**src/rtl/matrix_cfg_loader.sv**
```systemverilog
// Serial configuration loader for the 5x4 switch-matrix tile: stages routing
// words, checks legality and checksum, then commits the whole set atomically.
module matrix_cfg_loader #(
  parameter int N_TB    = 5,
  parameter int N_LR    = 4,
  parameter int W_ENTRY = 6,
  parameter int W_CSUM  = 8
) (
  input  logic                           clk,
  input  logic                           rst,
  input  logic                           start,
  input  logic                           abort,
  input  logic                           cfg_bit,
  input  logic                           cfg_valid,
  output logic [(2*N_TB+2*N_LR)*W_ENTRY-1:0] cfg_bus,
  output logic                           busy,
  output logic                           done,
  output logic                           err,
  output logic [1:0]                     err_code
);

  localparam int N_ENTRIES = 2*N_TB + 2*N_LR;
  localparam int W_BUS     = N_ENTRIES*W_ENTRY;
  localparam int W_BC      = $clog2((W_CSUM > W_ENTRY) ? W_CSUM : W_ENTRY);
  localparam int W_EC      = $clog2(N_ENTRIES);

  localparam logic [W_BC-1:0] BC_ENTRY_LAST = W_BC'(W_ENTRY-1);
  localparam logic [W_BC-1:0] BC_CSUM_LAST  = W_BC'(W_CSUM-1);
  localparam logic [W_EC-1:0] EC_LAST       = W_EC'(N_ENTRIES-1);

  typedef enum logic [1:0] {S_IDLE, S_LOAD, S_CSUM, S_ERR} state_e;
  typedef enum logic [1:0] {E_NONE, E_SIDE, E_RANGE, E_CSUM} err_e;

  state_e                  state;
  logic [W_BC-1:0]         bit_cnt;
  logic [W_EC-1:0]         ent_cnt;
  logic [W_ENTRY-2:0]      word_sh;
  logic [W_CSUM-2:0]       csum_sh;
  logic [W_CSUM-1:0]       acc;
  logic [W_BUS-1:0]        shadow;

  // Words arrive LSB first, so the incoming bit is always the MSB of the
  // word being completed on this edge.
  logic [W_ENTRY-1:0]      word_next;
  logic [W_CSUM-1:0]       csum_next;
  logic [2:0]              side;
  logic [W_ENTRY-4:0]      idx;
  err_e                    word_err;

  assign word_next = {cfg_bit, word_sh};
  assign csum_next = {cfg_bit, csum_sh};
  assign side      = word_next[2:0];
  assign idx       = word_next[W_ENTRY-1:3];

  // NOTE: every always_comb output gets a default first so no latch is inferred.
  always_comb begin
    word_err = E_NONE;
    if (side >= 3'd5)
      word_err = E_SIDE;
    else if ((side == 3'd1 || side == 3'd3) && int'(idx) >= N_TB)
      word_err = E_RANGE;
    else if ((side == 3'd2 || side == 3'd4) && int'(idx) >= N_LR)
      word_err = E_RANGE;
  end

  // NOTE: sequential state is assigned with <= only, so every register sees
  // pre-edge values regardless of statement order.
  always_ff @(posedge clk) begin
    if (rst) begin
      state    <= S_IDLE;
      bit_cnt  <= '0;
      ent_cnt  <= '0;
      word_sh  <= '0;
      csum_sh  <= '0;
      acc      <= '0;
      // NOTE: the staging register is reset like any flop; it is small and a
      // clean shadow keeps a restarted load deterministic.
      shadow   <= '0;
      cfg_bus  <= '0;
      busy     <= 1'b0;
      done     <= 1'b0;
      err      <= 1'b0;
      err_code <= E_NONE;
    end else begin
      done <= 1'b0;
      case (state)
        S_IDLE, S_ERR: begin
          if (start) begin
            state    <= S_LOAD;
            busy     <= 1'b1;
            err      <= 1'b0;
            err_code <= E_NONE;
            bit_cnt  <= '0;
            ent_cnt  <= '0;
            word_sh  <= '0;
            csum_sh  <= '0;
            acc      <= '0;
            shadow   <= '0;
          end
        end

        S_LOAD: begin
          if (abort) begin
            state <= S_IDLE;
            busy  <= 1'b0;
          end else if (cfg_valid) begin
            word_sh <= word_next[W_ENTRY-1:1];
            if (bit_cnt == BC_ENTRY_LAST) begin
              bit_cnt <= '0;
              if (word_err != E_NONE) begin
                state    <= S_ERR;
                busy     <= 1'b0;
                err      <= 1'b1;
                err_code <= word_err;
              end else begin
                shadow[ent_cnt*W_ENTRY +: W_ENTRY] <= word_next;
                acc <= acc + {{(W_CSUM-W_ENTRY){1'b0}}, word_next};
                if (ent_cnt == EC_LAST)
                  state <= S_CSUM;
                else
                  ent_cnt <= ent_cnt + 1'b1;
              end
            end else begin
              bit_cnt <= bit_cnt + 1'b1;
            end
          end
        end

        S_CSUM: begin
          if (abort) begin
            state <= S_IDLE;
            busy  <= 1'b0;
          end else if (cfg_valid) begin
            csum_sh <= csum_next[W_CSUM-1:1];
            if (bit_cnt == BC_CSUM_LAST) begin
              bit_cnt <= '0;
              busy    <= 1'b0;
              if (csum_next == acc) begin
                cfg_bus <= shadow;
                done    <= 1'b1;
                state   <= S_IDLE;
              end else begin
                state    <= S_ERR;
                err      <= 1'b1;
                err_code <= E_CSUM;
              end
            end else begin
              bit_cnt <= bit_cnt + 1'b1;
            end
          end
        end

        default: begin
          state <= S_IDLE;
          busy  <= 1'b0;
        end
      endcase
    end
  end

endmodule

```
**config.mk**
```make
export PLATFORM = sky130hd
export DESIGN_NAME = matrix_cfg_loader
export DESIGN_NICKNAME = d
export VERILOG_FILES = /design/src/rtl/matrix_cfg_loader.sv
export SDC_FILE = /design/constraint.sdc
export NUM_CORES = 1
export LEC_CHECK = 0
export CORE_UTILIZATION = 53
export CTS_BUF_LIST = sky130_fd_sc_hd__clkbuf_8
export CTS_CLUSTER_SIZE = 12
export DETAILED_ROUTE_END_ITERATION = 10
export MAX_ROUTING_LAYER = met4
export PLACE_DENSITY = 0.75
export SETUP_SLACK_MARGIN = 0.2
export SLEW_MARGIN = 20
export SYNTH_ARGS = -nofsm -noshare
export SYNTH_HDL_FRONTEND = slang
export SYNTH_SLANG_ARGS = --single-unit
```
**constraint.sdc**
```tcl
create_clock -name clk -period 3.85 [get_ports clk]
set_clock_uncertainty 0.05 [all_clocks]
set_input_delay 0.385 -clock clk [delete_from_list [all_inputs] [get_ports clk]]
set_output_delay 0.385 -clock clk [all_outputs]
set_load 0.1 [all_outputs]
```
==> impl_metrics.toml <==
[status]
status = "finished clean"

[floorplan]
die-area_sq_um = 22800
initial_core_util_pct = 53.9
die_width_um = 151
die_y_um = 151
pin_count = 119
coreArea_sq_um = 21800
rows = 54

[global_route]
overflow = 0
antenna_found_initial = 1
grt_pass1_wl_mm = 58.2
grt_max_degree = 109
track_usage_pct = 34.2
grt_pass1_vias = 10600

[hold_path]
hold_depth = 2
worstHoldEndpoint = "ent_cnt[0]$_SDFFE_PP0P_"
hold_start = "rst"
hold_class = "in -> reg"

[cts]
cts-root-buf = "clkbuf_8"
clkLatencyLatePin_ps = 560
clk_pin_slew_worst_paths_ps = 60
hold_buffers = 0
cts_made_buffers = 42
cts_sinks = 251
h-tree-depth = 2
clk_path_buf_depth = 3
cts_tree = "done"

[yosys]
synth_edf_count = 0
yosys.area.top_type_share_pct = 42.7
synth.largest_area_cell = "dfxtp_1"
dominantRegCellSynth = "dfxtp_1"
synth_fp_nets = 1512
yosysUniqueCellTypes = 71
seq_area_frac_synth_pct = 42.7
synth_seq_cells = 251
synth_cells = 1484
netlist_area_sq_um = 11800
syn_avg_cell_area_sq_um = 7.93
yosysWarnings = 0
ys_async_sr_fraction_pct = 0
synth_area_leaders = "dfxtp_1 (43%), nand2_1 (12%), a21oi_1 (7.4%)"

[detailed_routing]
drtPass1Iterations = 5
post-route-drc-count = 0
dr.first_iter.drc_count = 969
routedWlPerCell_um = 19.7
ant_nets = 0
drt_wl_total_mm = 38.0
vias = 11400
vias_per_cell = 5.93

[timing]
worst_pin_slew_ps = 1010
finalCritPeriodShare_pct = 93.3
hold_violations = 0
rsz0062_at_grt = "true"
fin_setup_tns_ps = 0
layout_min_cycle_time_ps = 3590
fmax_ghz = 0.278
setup_viol = 0
slew_viol_final = 0
relSlewSlack_pct = 32.5

[placement]
hpwl_mm = 27.3
portBuffers = 118
placed_area_sq_um = 13500
place_congestion = 1.05

[setup_path]
cp-start-kind = "flip-flop"
worstPathArrival_ps = 4020
path_max_fanout = 12
reg2reg_slack_ps = 260
r2r_cells = 11
timing.rr.start = "ent_cnt[1]$_SDFFE_PP0P_"
cp.required_ps = 4270
cp-end-kind = "flip-flop"
critPathKind = "reg -> reg"
reg2reg_to = "shadow[26]$_SDFFE_PP0P_"

[layout]
final_cell_mix = "nand2_1 (388), dfxtp_1 (250), a21oi_1 (173)"
finish.utilization_pct = 66.1
final_nets = 1647
final_area_sq_um = 14400
layout-drive-gt1-share_pct = 11.1
syn_to_final_growth_pct = 22.6
final_common_cell = "nand2_1"

[job]
max_cap_violations = 0

[power]
leakagePower_nw = 5.31
ir_drop_mv = 0.337
pwr_density_cell_nw_per_um2 = 412
worst max-delay path, stage by stage, from the launching register on:
cell and delay (ps):
dfxtp_1 350, ha_1 250, fa_1 450, xnor2_1 210
buf_4 240, nand2_1 240, xnor3_1 440, buf_4 250
nor3_1 420, buf_4 230, nand2_1 170, mux2i_1 200
registers in the layout (all words and copies together) (netlist names):
register  flops
err_code      2
busy          1
acc           8
cfg_bus     108
word_sh       5
bit_cnt       3
state         2
csum_sh       7
ent_cnt       5
shadow      108
err           1
done          1
area by class of cell:
type	count	area (sq um)
clock inverter	21	150
sequential	251	5030
inverter	16	60.1
multi-input combinational	1124	6410
timing repair buffer	184	1700
antenna	1	2.50
clock buffer	53	729
fill	1872	7390
tap	280	350
cell usage after synthesis (all sizes together), types with 7 or more instances:
master  count
a21oi     175
ha         20
nor2b      11
buf        15
dfxtp     251
nor2       88
o21ai      33
a22oi      12
nand3      67
or2        12
a31oi       8
nand4      13
mux2i      78
nand3b      8
o211ai      9
clkbuf     78
nor4        9
and3       13
xor2       12
nand2b     19
xnor2      15
o31ai       7
or3         9
a21o        7
nand2     389
inv        16
mux2       12
nor3       34
cells by family (layout without fill, tap and decap cells):
logic type / after synthesis / count (layout) / synth area share (%)
AO/OA/AOI/OAI: 300 / 300 / 15.2
adder cells (fa/ha/maj): 22 / 22 / 2.47
other: 0 / 1 / 0
multiplexers: 90 / 90 / 7.78
buffers and inverters: 109 / 274 / 3.64
XOR/XNOR: 29 / 29 / 2.40
flip-flops: 251 / 251 / 42.7
AND/OR/NAND/NOR: 683 / 683 / 25.8
power breakdown:
part,total [W],leakage (nW),switching [W],internal (W)
registers,0.00262,2.02,0.00000710,0.00261
logic,0.000859,2.79,0.000633,0.000226
clock network,0.00246,0.498,0.00109,0.00138
metrics by stage:
stage	std cells	total power (W)	setup slack, ps	hold WS, ps
floorplan	1484	0.00321	222	379
global placement	1854	0.00349	290	387
detailed placement	1854	0.00349	170	395
CTS	1928	0.00593	193	266
global route	1930	0.00613	188	293
finish	1930	0.00594	258	278
worst max-delay path by stage:
stage,slack (ps),endpoint,cells after the start,start
after CTS,190,shadow[87]$_SDFFE_PP0P_,14,ent_cnt[2]$_SDFFE_PP0P_
after detailed placement,170,shadow[71]$_SDFFE_PP0P_,14,ent_cnt[2]$_SDFFE_PP0P_
after global routing,190,shadow[32]$_SDFFE_PP0P_,13,ent_cnt[1]$_SDFFE_PP0P_
after floorplan,220,shadow[32]$_SDFFE_PP0P_,14,ent_cnt[2]$_SDFFE_PP0P_
after global placement,290,shadow[86]$_SDFFE_PP0P_,14,ent_cnt[2]$_SDFFE_PP0P_
final,260,shadow[26]$_SDFFE_PP0P_,11,ent_cnt[1]$_SDFFE_PP0P_
per-layer routing:
layer	wire, um	share of wire, %	global-route usage (%)
met5	0	0	-
met4	1550	4.1	14.8
met3	3030	8.0	6.81
met2	16700	44	51.2
met1	16700	44	44.8
what timing repair did:
item / in CTS / in global routing
setup buffers: 0 / 1
pin swaps: 0 / 2
resized for setup: 2 / 13
endpoints found under the setup margin: 7 / 95
Power figures use the tool's default switching activity.
